`src/rtl/anotherworld_video_engine_pkg.sv`:
```
// anotherworld_video_engine_pkg: shared op codes, FSM states and operand record for the video engine
package anotherworld_video_engine_pkg;
  localparam int PAGE_PIXELS_DEF = 64000;
  localparam int PIX_W_DEF = 16;
  typedef enum logic [1:0] {VOP_FILL = 2'd0, VOP_COPY = 2'd1, VOP_BLIT = 2'd2, VOP_RSVD = 2'd3} vop_e;
  typedef enum logic [1:0] {S_IDLE = 2'd0, S_FILL = 2'd1, S_COPY = 2'd2, S_BLIT = 2'd3} state_e;
  typedef struct packed {
    logic [1:0] page_a;
    logic [1:0] page_b;
    logic [3:0] color;
  } cmd_t;
  function automatic state_e op_state(vop_e op);
    return op == VOP_FILL ? S_FILL : op == VOP_COPY ? S_COPY : op == VOP_BLIT ? S_BLIT : S_IDLE;
  endfunction
endpackage

```
`src/rtl/anotherworld_video_engine_if.sv`:
```
// anotherworld_video_engine_if: CPU command handshake plus page RAM and display buffer ports
interface anotherworld_video_engine_if #(parameter int PIX_W = 16);
  logic             cmd_valid;
  logic             cmd_ready;
  logic [1:0]       cmd_op;
  logic [1:0]       cmd_page_a;
  logic [1:0]       cmd_page_b;
  logic [3:0]       cmd_color;
  logic             busy;
  logic             done;
  logic [PIX_W+1:0] page_raddr;
  logic [3:0]       page_rdata;
  logic             page_we;
  logic [PIX_W+1:0] page_waddr;
  logic [3:0]       page_wdata;
  logic             disp_we;
  logic [PIX_W-1:0] disp_waddr;
  logic [3:0]       disp_wdata;
  modport master (
    output cmd_valid, cmd_op, cmd_page_a, cmd_page_b, cmd_color, page_rdata,
    input  cmd_ready, busy, done, page_raddr, page_we, page_waddr, page_wdata,
           disp_we, disp_waddr, disp_wdata
  );
  modport slave (
    input  cmd_valid, cmd_op, cmd_page_a, cmd_page_b, cmd_color, page_rdata,
    output cmd_ready, busy, done, page_raddr, page_we, page_waddr, page_wdata,
           disp_we, disp_waddr, disp_wdata
  );
endinterface

```
`src/rtl/anotherworld_pixel_counter.sv`:
```
// anotherworld_pixel_counter: clear/enable pixel index 0..PAGE_PIXELS-1 with a registered last flag
module anotherworld_pixel_counter
  import anotherworld_video_engine_pkg::*;
#(
  parameter int PAGE_PIXELS = PAGE_PIXELS_DEF,
  parameter int PIX_W = PIX_W_DEF
) (
  input  logic             clk,
  input  logic             reset,
  input  logic             clr,
  input  logic             en,
  output logic [PIX_W-1:0] cnt,
  output logic             last
);
  localparam logic [PIX_W-1:0] LAST_PIX = PIX_W'(PAGE_PIXELS - 1);
  logic [PIX_W-1:0] nxt;
  assign nxt = last ? '0 : cnt + 1'b1;
  // count up while enabled; last is precomputed so the FSM sees it without an adder in its path
  always_ff @(posedge clk) begin
    if (!reset || clr) begin
      cnt  <= '0;
      last <= LAST_PIX == '0;
    end else if (en) begin
      cnt  <= nxt;
      last <= nxt == LAST_PIX;
    end
  end
endmodule

```
`src/rtl/anotherworld_video_engine.sv`:
```
// anotherworld_video_engine: executes fill/copy/blit page operations requested by the VM CPU
module anotherworld_video_engine
  import anotherworld_video_engine_pkg::*;
#(
  parameter int PAGE_PIXELS = PAGE_PIXELS_DEF,
  parameter int PIX_W = PIX_W_DEF
) (
  input logic                   clk,
  input logic                   reset,
  anotherworld_video_engine_if.slave bus
);
  state_e           state, nxt;
  cmd_t             cmd;
  vop_e             op_in;
  logic             accept, rd_active, wr_valid, last, done_q, cnt_en;
  logic [PIX_W-1:0] pix, wr_pix;
  assign op_in  = vop_e'(bus.cmd_op);
  assign accept = bus.cmd_valid && bus.cmd_ready;
  assign cnt_en = state == S_FILL || rd_active;
  anotherworld_pixel_counter #(.PAGE_PIXELS(PAGE_PIXELS), .PIX_W(PIX_W)) u_cnt (
    .clk(clk), .reset(reset), .clr(accept), .en(cnt_en), .cnt(pix), .last(last)
  );
  // state register
  always_ff @(posedge clk) state <= reset ? nxt : S_IDLE;
  // next state: fill ends on its last pixel, copy/blit end once the write stage has drained
  always_comb begin
    nxt = state == S_IDLE ? (accept ? op_state(op_in) : S_IDLE)
        : state == S_FILL ? (last ? S_IDLE : S_FILL)
        : (rd_active ? state : S_IDLE);
  end
  // operand latch, read stage flag, one-deep write pipeline and done pulse
  always_ff @(posedge clk) begin
    if (!reset) begin
      cmd       <= '0;
      rd_active <= 1'b0;
      wr_valid  <= 1'b0;
      wr_pix    <= '0;
      done_q    <= 1'b0;
    end else begin
      if (accept) cmd <= '{page_a: bus.cmd_page_a, page_b: bus.cmd_page_b, color: bus.cmd_color};
      rd_active <= accept ? (op_in == VOP_COPY || op_in == VOP_BLIT) : rd_active && !last;
      wr_valid  <= rd_active;
      wr_pix    <= pix;
      done_q    <= (state != S_IDLE && nxt == S_IDLE) || (accept && op_in == VOP_RSVD);
    end
  end
  // outputs: everything idles at zero, only the active op's write port moves
  always_comb begin
    bus.cmd_ready  = state == S_IDLE && reset;
    bus.busy       = state != S_IDLE;
    bus.done       = done_q;
    bus.page_raddr = rd_active ? {cmd.page_a, pix} : '0;
    bus.page_we    = state == S_FILL || (state == S_COPY && wr_valid);
    bus.page_waddr = state == S_FILL ? {cmd.page_a, pix}
                   : state == S_COPY && wr_valid ? {cmd.page_b, wr_pix} : '0;
    bus.page_wdata = state == S_FILL ? cmd.color
                   : state == S_COPY && wr_valid ? bus.page_rdata : '0;
    bus.disp_we    = state == S_BLIT && wr_valid;
    bus.disp_waddr = state == S_BLIT && wr_valid ? wr_pix : '0;
    bus.disp_wdata = state == S_BLIT && wr_valid ? bus.page_rdata : '0;
  end
endmodule

```
`src/flat_wrapper.sv`:
```
// flat-port wrapper written by rule: the top's interface ports become plain ports
module anotherworld_video_engine_flat import anotherworld_video_engine_pkg::*;
#(
  parameter int PAGE_PIXELS = PAGE_PIXELS_DEF,
  parameter int PIX_W = PIX_W_DEF
)
  (clk, reset, bus_cmd_valid, bus_cmd_op, bus_cmd_page_a, bus_cmd_page_b, bus_cmd_color, bus_page_rdata, bus_cmd_ready, bus_busy, bus_done, bus_page_raddr, bus_page_we, bus_page_waddr, bus_page_wdata, bus_disp_we, bus_disp_waddr, bus_disp_wdata);
  anotherworld_video_engine_if #(.PIX_W(PIX_W)) bus_i ();
  input logic clk;
  input logic reset;
  input wire logic [$bits(bus_i.cmd_valid)-1:0] bus_cmd_valid;
  input wire logic [$bits(bus_i.cmd_op)-1:0] bus_cmd_op;
  input wire logic [$bits(bus_i.cmd_page_a)-1:0] bus_cmd_page_a;
  input wire logic [$bits(bus_i.cmd_page_b)-1:0] bus_cmd_page_b;
  input wire logic [$bits(bus_i.cmd_color)-1:0] bus_cmd_color;
  input wire logic [$bits(bus_i.page_rdata)-1:0] bus_page_rdata;
  output wire logic [$bits(bus_i.cmd_ready)-1:0] bus_cmd_ready;
  output wire logic [$bits(bus_i.busy)-1:0] bus_busy;
  output wire logic [$bits(bus_i.done)-1:0] bus_done;
  output wire logic [$bits(bus_i.page_raddr)-1:0] bus_page_raddr;
  output wire logic [$bits(bus_i.page_we)-1:0] bus_page_we;
  output wire logic [$bits(bus_i.page_waddr)-1:0] bus_page_waddr;
  output wire logic [$bits(bus_i.page_wdata)-1:0] bus_page_wdata;
  output wire logic [$bits(bus_i.disp_we)-1:0] bus_disp_we;
  output wire logic [$bits(bus_i.disp_waddr)-1:0] bus_disp_waddr;
  output wire logic [$bits(bus_i.disp_wdata)-1:0] bus_disp_wdata;
  assign bus_i.cmd_valid = bus_cmd_valid;
  assign bus_i.cmd_op = bus_cmd_op;
  assign bus_i.cmd_page_a = bus_cmd_page_a;
  assign bus_i.cmd_page_b = bus_cmd_page_b;
  assign bus_i.cmd_color = bus_cmd_color;
  assign bus_i.page_rdata = bus_page_rdata;
  assign bus_cmd_ready = bus_i.cmd_ready;
  assign bus_busy = bus_i.busy;
  assign bus_done = bus_i.done;
  assign bus_page_raddr = bus_i.page_raddr;
  assign bus_page_we = bus_i.page_we;
  assign bus_page_waddr = bus_i.page_waddr;
  assign bus_page_wdata = bus_i.page_wdata;
  assign bus_disp_we = bus_i.disp_we;
  assign bus_disp_waddr = bus_i.disp_waddr;
  assign bus_disp_wdata = bus_i.disp_wdata;
  anotherworld_video_engine #(.PAGE_PIXELS(PAGE_PIXELS), .PIX_W(PIX_W)) u_core (.clk(clk), .reset(reset), .bus(bus_i));
endmodule
```
`config.mk`:
```
export PLATFORM = sky130hd
export DESIGN_NAME = anotherworld_video_engine_flat
export DESIGN_NICKNAME = d
export VERILOG_FILES = /design/src/rtl/anotherworld_video_engine_pkg.sv /design/src/rtl/anotherworld_video_engine_if.sv /design/src/rtl/anotherworld_pixel_counter.sv /design/src/rtl/anotherworld_video_engine.sv /design/src/flat_wrapper.sv
export SDC_FILE = /design/constraint.sdc
export NUM_CORES = 1
export LEC_CHECK = 0
export ABC_AREA = 1
export CORE_MARGIN = 4
export CORE_UTILIZATION = 45
export CTS_CLUSTER_SIZE = 12
export DETAILED_ROUTE_END_ITERATION = 12
export GPL_TIMING_DRIVEN = 0
export PLACE_DENSITY = 0.9
export RECOVER_POWER = 25
export SLEW_MARGIN = 20
export SYNTH_ARGS = -nofsm -noshare
export SYNTH_HDL_FRONTEND = slang
export SYNTH_SLANG_ARGS = --single-unit
```
`constraint.sdc`:
```
create_clock -name clk -period 3.1 [get_ports clk]
set_clock_uncertainty 0.05 [all_clocks]
set_input_delay 0.62 -clock clk [delete_from_list [all_inputs] [get_ports clk]]
set_output_delay 0.62 -clock clk [all_outputs]
set_load 0.01 [all_outputs]
```
==> flow_summary.json <==
{
  "timing.critical_path.to_type": "output port",
  "cellLeakagePower_nw": 1.58,
  "routed_wirelength_normalized_by_instance_count_um": 12.8,
  "ratio_of_cells_with_drive_above_1_in_the_final_layout_pct": 7.09,
  "layout.nets": 528,
  "ctsLongestPathBuffers": 2,
  "p_per_area_mw_per_mm2": 351,
  "largest_net_degree_at_the_start_of_global_routing": 17,
  "outcome": "finished, final reports clean",
  "rr_endpoint": "u_core.u_cnt.last$_SDFFE_PP0P_",
  "postSynthCellCount": 420,
  "detailedRoute.firstIterationViolations": 200,
  "hold_path.class": "reg2reg",
  "cts.repair_timing.setup_buffer_count": 0,
  "grt_first_pass_wirelength_um": 12600,
  "critical_path_class": "reg2out",
  "post-layout-total-power_mw": 1.26,
  "crit_arrival_ns": 2.22,
  "vdd_drop_max_v": 0.000179,
  "final_area_mm2": 0.00358,
  "final.hold.worst_slack_ns": 0.434,
  "timing.final.crit_share_pct": 93.2,
  "rsz0062_at_grt": "false",
  "synth.distinct_cells": 25,
  "crit_reg_reg_startpoint": "u_core.u_cnt.cnt[1]$_SDFFE_PP0P_",
  "mostFrequentLayoutCell": "sky130_fd_sc_hd__nand2_1",
  "final-instance-count-excl-fill": 580,
  "postRouteAntennaNets": 0,
  "clk_pin_slew_worst_paths_ns": 0.10,
  "post-route-util_pct": 64.6,
  "cp_max_fo": 10,
  "post-route-worst-setup-slack_ns": 0.211,
  "timing.final.hold_violations": 0,
  "io_pins": 82,
  "syn-cell-area_mm2": 0.00260,
  "finalSetupViolCount": 0,
  "final_worst_path_period_need_ns": 2.89,
  "worstPathRequired_ns": 2.43,
  "critPathLaunchType": "register",
  "height_of_the_chip_um": 84.0,
  "timing.max_slew.rel_slack_pct": 65.2,
  "initial_core_util_pct": 47.0,
  "timing.critical_path.from": "u_core.rd_active$_SDFF_PN0_",
  "maxCapViolCount": 0,
  "detail_route.drc_violations": 0,
  "dpl.hpwl_um": 5720,
  "yosys_warnings": 0,
  "detailed_place.area_mm2": 0.00349,
  "syn_to_final_growth_pct": 37.6,
  "timing.critical_path.slowest_cell_delay_ns": 0.53,
  "post-place-ws_ns": 0.540,
  "clock-sinks": 46,
  "ff2ff_path_depth": 11,
  "fin_tns_setup_ns": 0,
  "postSynthRegisterBits": 46,
  "core_area_mm2": 0.00554,
  "cts_hold_buf": 0,
  "clock_insertion_delay_worst_skew_ns": 0.31,
  "finalWirelength_um": 7430,
  "gpl.final_weighted_congestion": 0.905,
  "post_cts.resized_instances": 0,
  "fmax_mhz": 346,
  "layout_common_cells": "sky130_fd_sc_hd__nand2_1 (99), sky130_fd_sc_hd__inv_1 (90), sky130_fd_sc_hd__clkdlybuf4s50_1 (79)",
  "via_count_of_the_first_global_routing_pass": 2767,
  "numPortBuffers": 80,
  "dp.cells": 572,
  "tritoncts.num_buffers": 5,
  "syn_nets": 441,
  "cts_tree": "done",
  "setup.worst_path.end": "bus_page_raddr[14]",
  "antenna_found_initial": 0,
  "clk_root_buffer_cell": "sky130_fd_sc_hd__clkbuf_8",
  "viasPerCell": 5.01,
  "tightestPinTransition_ns": 0.523,
  "final_report_max_slew_violation_count": 0,
  "fill_cells": 465,
  "antenna_diode_count": 0,
  "synth_sequential_area_ratio_pct": 35.4,
  "first_pass_iteration_count_of_the_detailed_router": 5,
  "r2r_setup_slk_ns": 1.16,
  "gr-usage-all-layers_pct": 21.5,
  "crit_buf_inv": 4,
  "synth.avg_cell_area_um2": 6.19,
  "dieArea_mm2": 0.00706,
  "worstSetupPathDepth": 5,
  "cp_slowest_cell": "sky130_fd_sc_hd__clkdlybuf4s50_1",
  "critical_path.cell_chain": "clkbuf_1 > buf_1 > nand2_1 > inv_1 > clkdlybuf4s50_1",
  "chipWidth_um": 84.0,
  "global_route.overflow_total": 0,
  "cts-htree-levels": 2,
  "dr_total_vias": 2906,
  "rows": 27,
  "critical-path-top-delay-family": "buffers and inverters"
}
==> metal layers <==
metal | track usage, % | part of all wire [%] | up-vias
li1 | - | - | 1452
met2 | 37.4 | 49 | 127
met1 | 26.4 | 41 | 1315
met4 | 5.70 | 1.5 | 0
met5 | 0 | 0 | -
met3 | 4.84 | 7.8 | 12
==> cells by family after synthesis <==
kind of cell	Yosys count	synth area share [%]
and+or+nand+nor	195	32.1
AOI/OAI and AO/OA	62	13.9
buffers and inverters	113	16.6
DFF	46	35.4
adders and majority gates	4	1.92
==> synthesized netlist by cell type <==
master                     number  area share (%)
sky130_fd_sc_hd__nand2_1       99              14
sky130_fd_sc_hd__nand3_4        1            0.67
sky130_fd_sc_hd__nand2_2        6             1.4
sky130_fd_sc_hd__a31oi_1        2            0.48
sky130_fd_sc_hd__nor2_4         3             1.3
sky130_fd_sc_hd__ha_1           4             1.9
sky130_fd_sc_hd__nor2_2         5             1.2
sky130_fd_sc_hd__nand4_1        4            0.96
sky130_fd_sc_hd__and2_1         1            0.24
sky130_fd_sc_hd__nand3_2        1            0.38
sky130_fd_sc_hd__o31ai_1        1            0.29
sky130_fd_sc_hd__o22ai_1       19             4.6
sky130_fd_sc_hd__a21oi_2        1            0.34
sky130_fd_sc_hd__nor2_1        59             8.5
sky130_fd_sc_hd__a21oi_1       13             2.5
sky130_fd_sc_hd__a211oi_1       5             1.4
sky130_fd_sc_hd__o21ai_0       20             3.8
sky130_fd_sc_hd__clkbuf_1       7             1.0
sky130_fd_sc_hd__buf_2          7             1.3
sky130_fd_sc_hd__o211ai_2       1            0.48
sky130_fd_sc_hd__nand3_1       16             3.1
sky130_fd_sc_hd__inv_1         88              13
sky130_fd_sc_hd__buf_1          3            0.43
sky130_fd_sc_hd__inv_2          8             1.2
sky130_fd_sc_hd__dfxtp_1       46              35
==> cell type report <==
class	count	area, um^2	share of cell area, %
multi-input cells	261	1240	34.8
flip-flops and latches	46	921	25.7
repair buffers	80	801	22.4
inverters	96	360	10.1
well taps	72	90.1	2.52
plain buffers	17	70.1	1.96
clock buffers	5	68.8	1.92
clock inverters	3	23.8	0.664
==> registers in the layout, indices dropped and copies added (netlist names) <==
signal,count
u_core.rd_active,1
u_core.wr_valid,1
u_core.bus.done,1
u_core.u_cnt.last,1
u_core.wr_pix,16
u_core.state,2
u_core.cmd,8
u_core.u_cnt.cnt,16
==> how the worst min path moves through the flow <==
stage,cells after the start,slack [ns],end,startpoint
2_1_floorplan,2,0.40,u_core.cmd[0]$_SDFFE_PN0P_,u_core.cmd[0]$_SDFFE_PN0P_
3_3_place_gp,2,0.42,u_core.cmd[4]$_SDFFE_PN0P_,u_core.cmd[4]$_SDFFE_PN0P_
3_5_place_dp,2,0.42,u_core.cmd[1]$_SDFFE_PN0P_,u_core.cmd[1]$_SDFFE_PN0P_
4_1_cts,2,0.44,u_core.cmd[1]$_SDFFE_PN0P_,u_core.cmd[1]$_SDFFE_PN0P_
5_1_grt,2,0.47,u_core.cmd[5]$_SDFFE_PN0P_,u_core.cmd[5]$_SDFFE_PN0P_
6_report,2,0.43,u_core.cmd[1]$_SDFFE_PN0P_,u_core.cmd[1]$_SDFFE_PN0P_
==> where the power goes <==
group / leakage (nW) / switching, mW / internal [mW]
Combinational: 1.17 / 0.128 / 0.0819
Clock: 0.0408 / 0.226 / 0.162
Sequential: 0.375 / 0.0354 / 0.625
==> worst reg2reg max path: cells and delay by family, from the launching register on <==
family | cells | cell delay, ns
AO/OA/AOI/OAI | 1 | 0.11
adder cells (fa/ha/maj) | 1 | 0.31
buffers and inverters | 1 | 0.06
flip-flops | 1 | 0.52
AND/OR/NAND/NOR | 8 | 0.83
No activity file was read; power rests on OpenSTA's default activity.
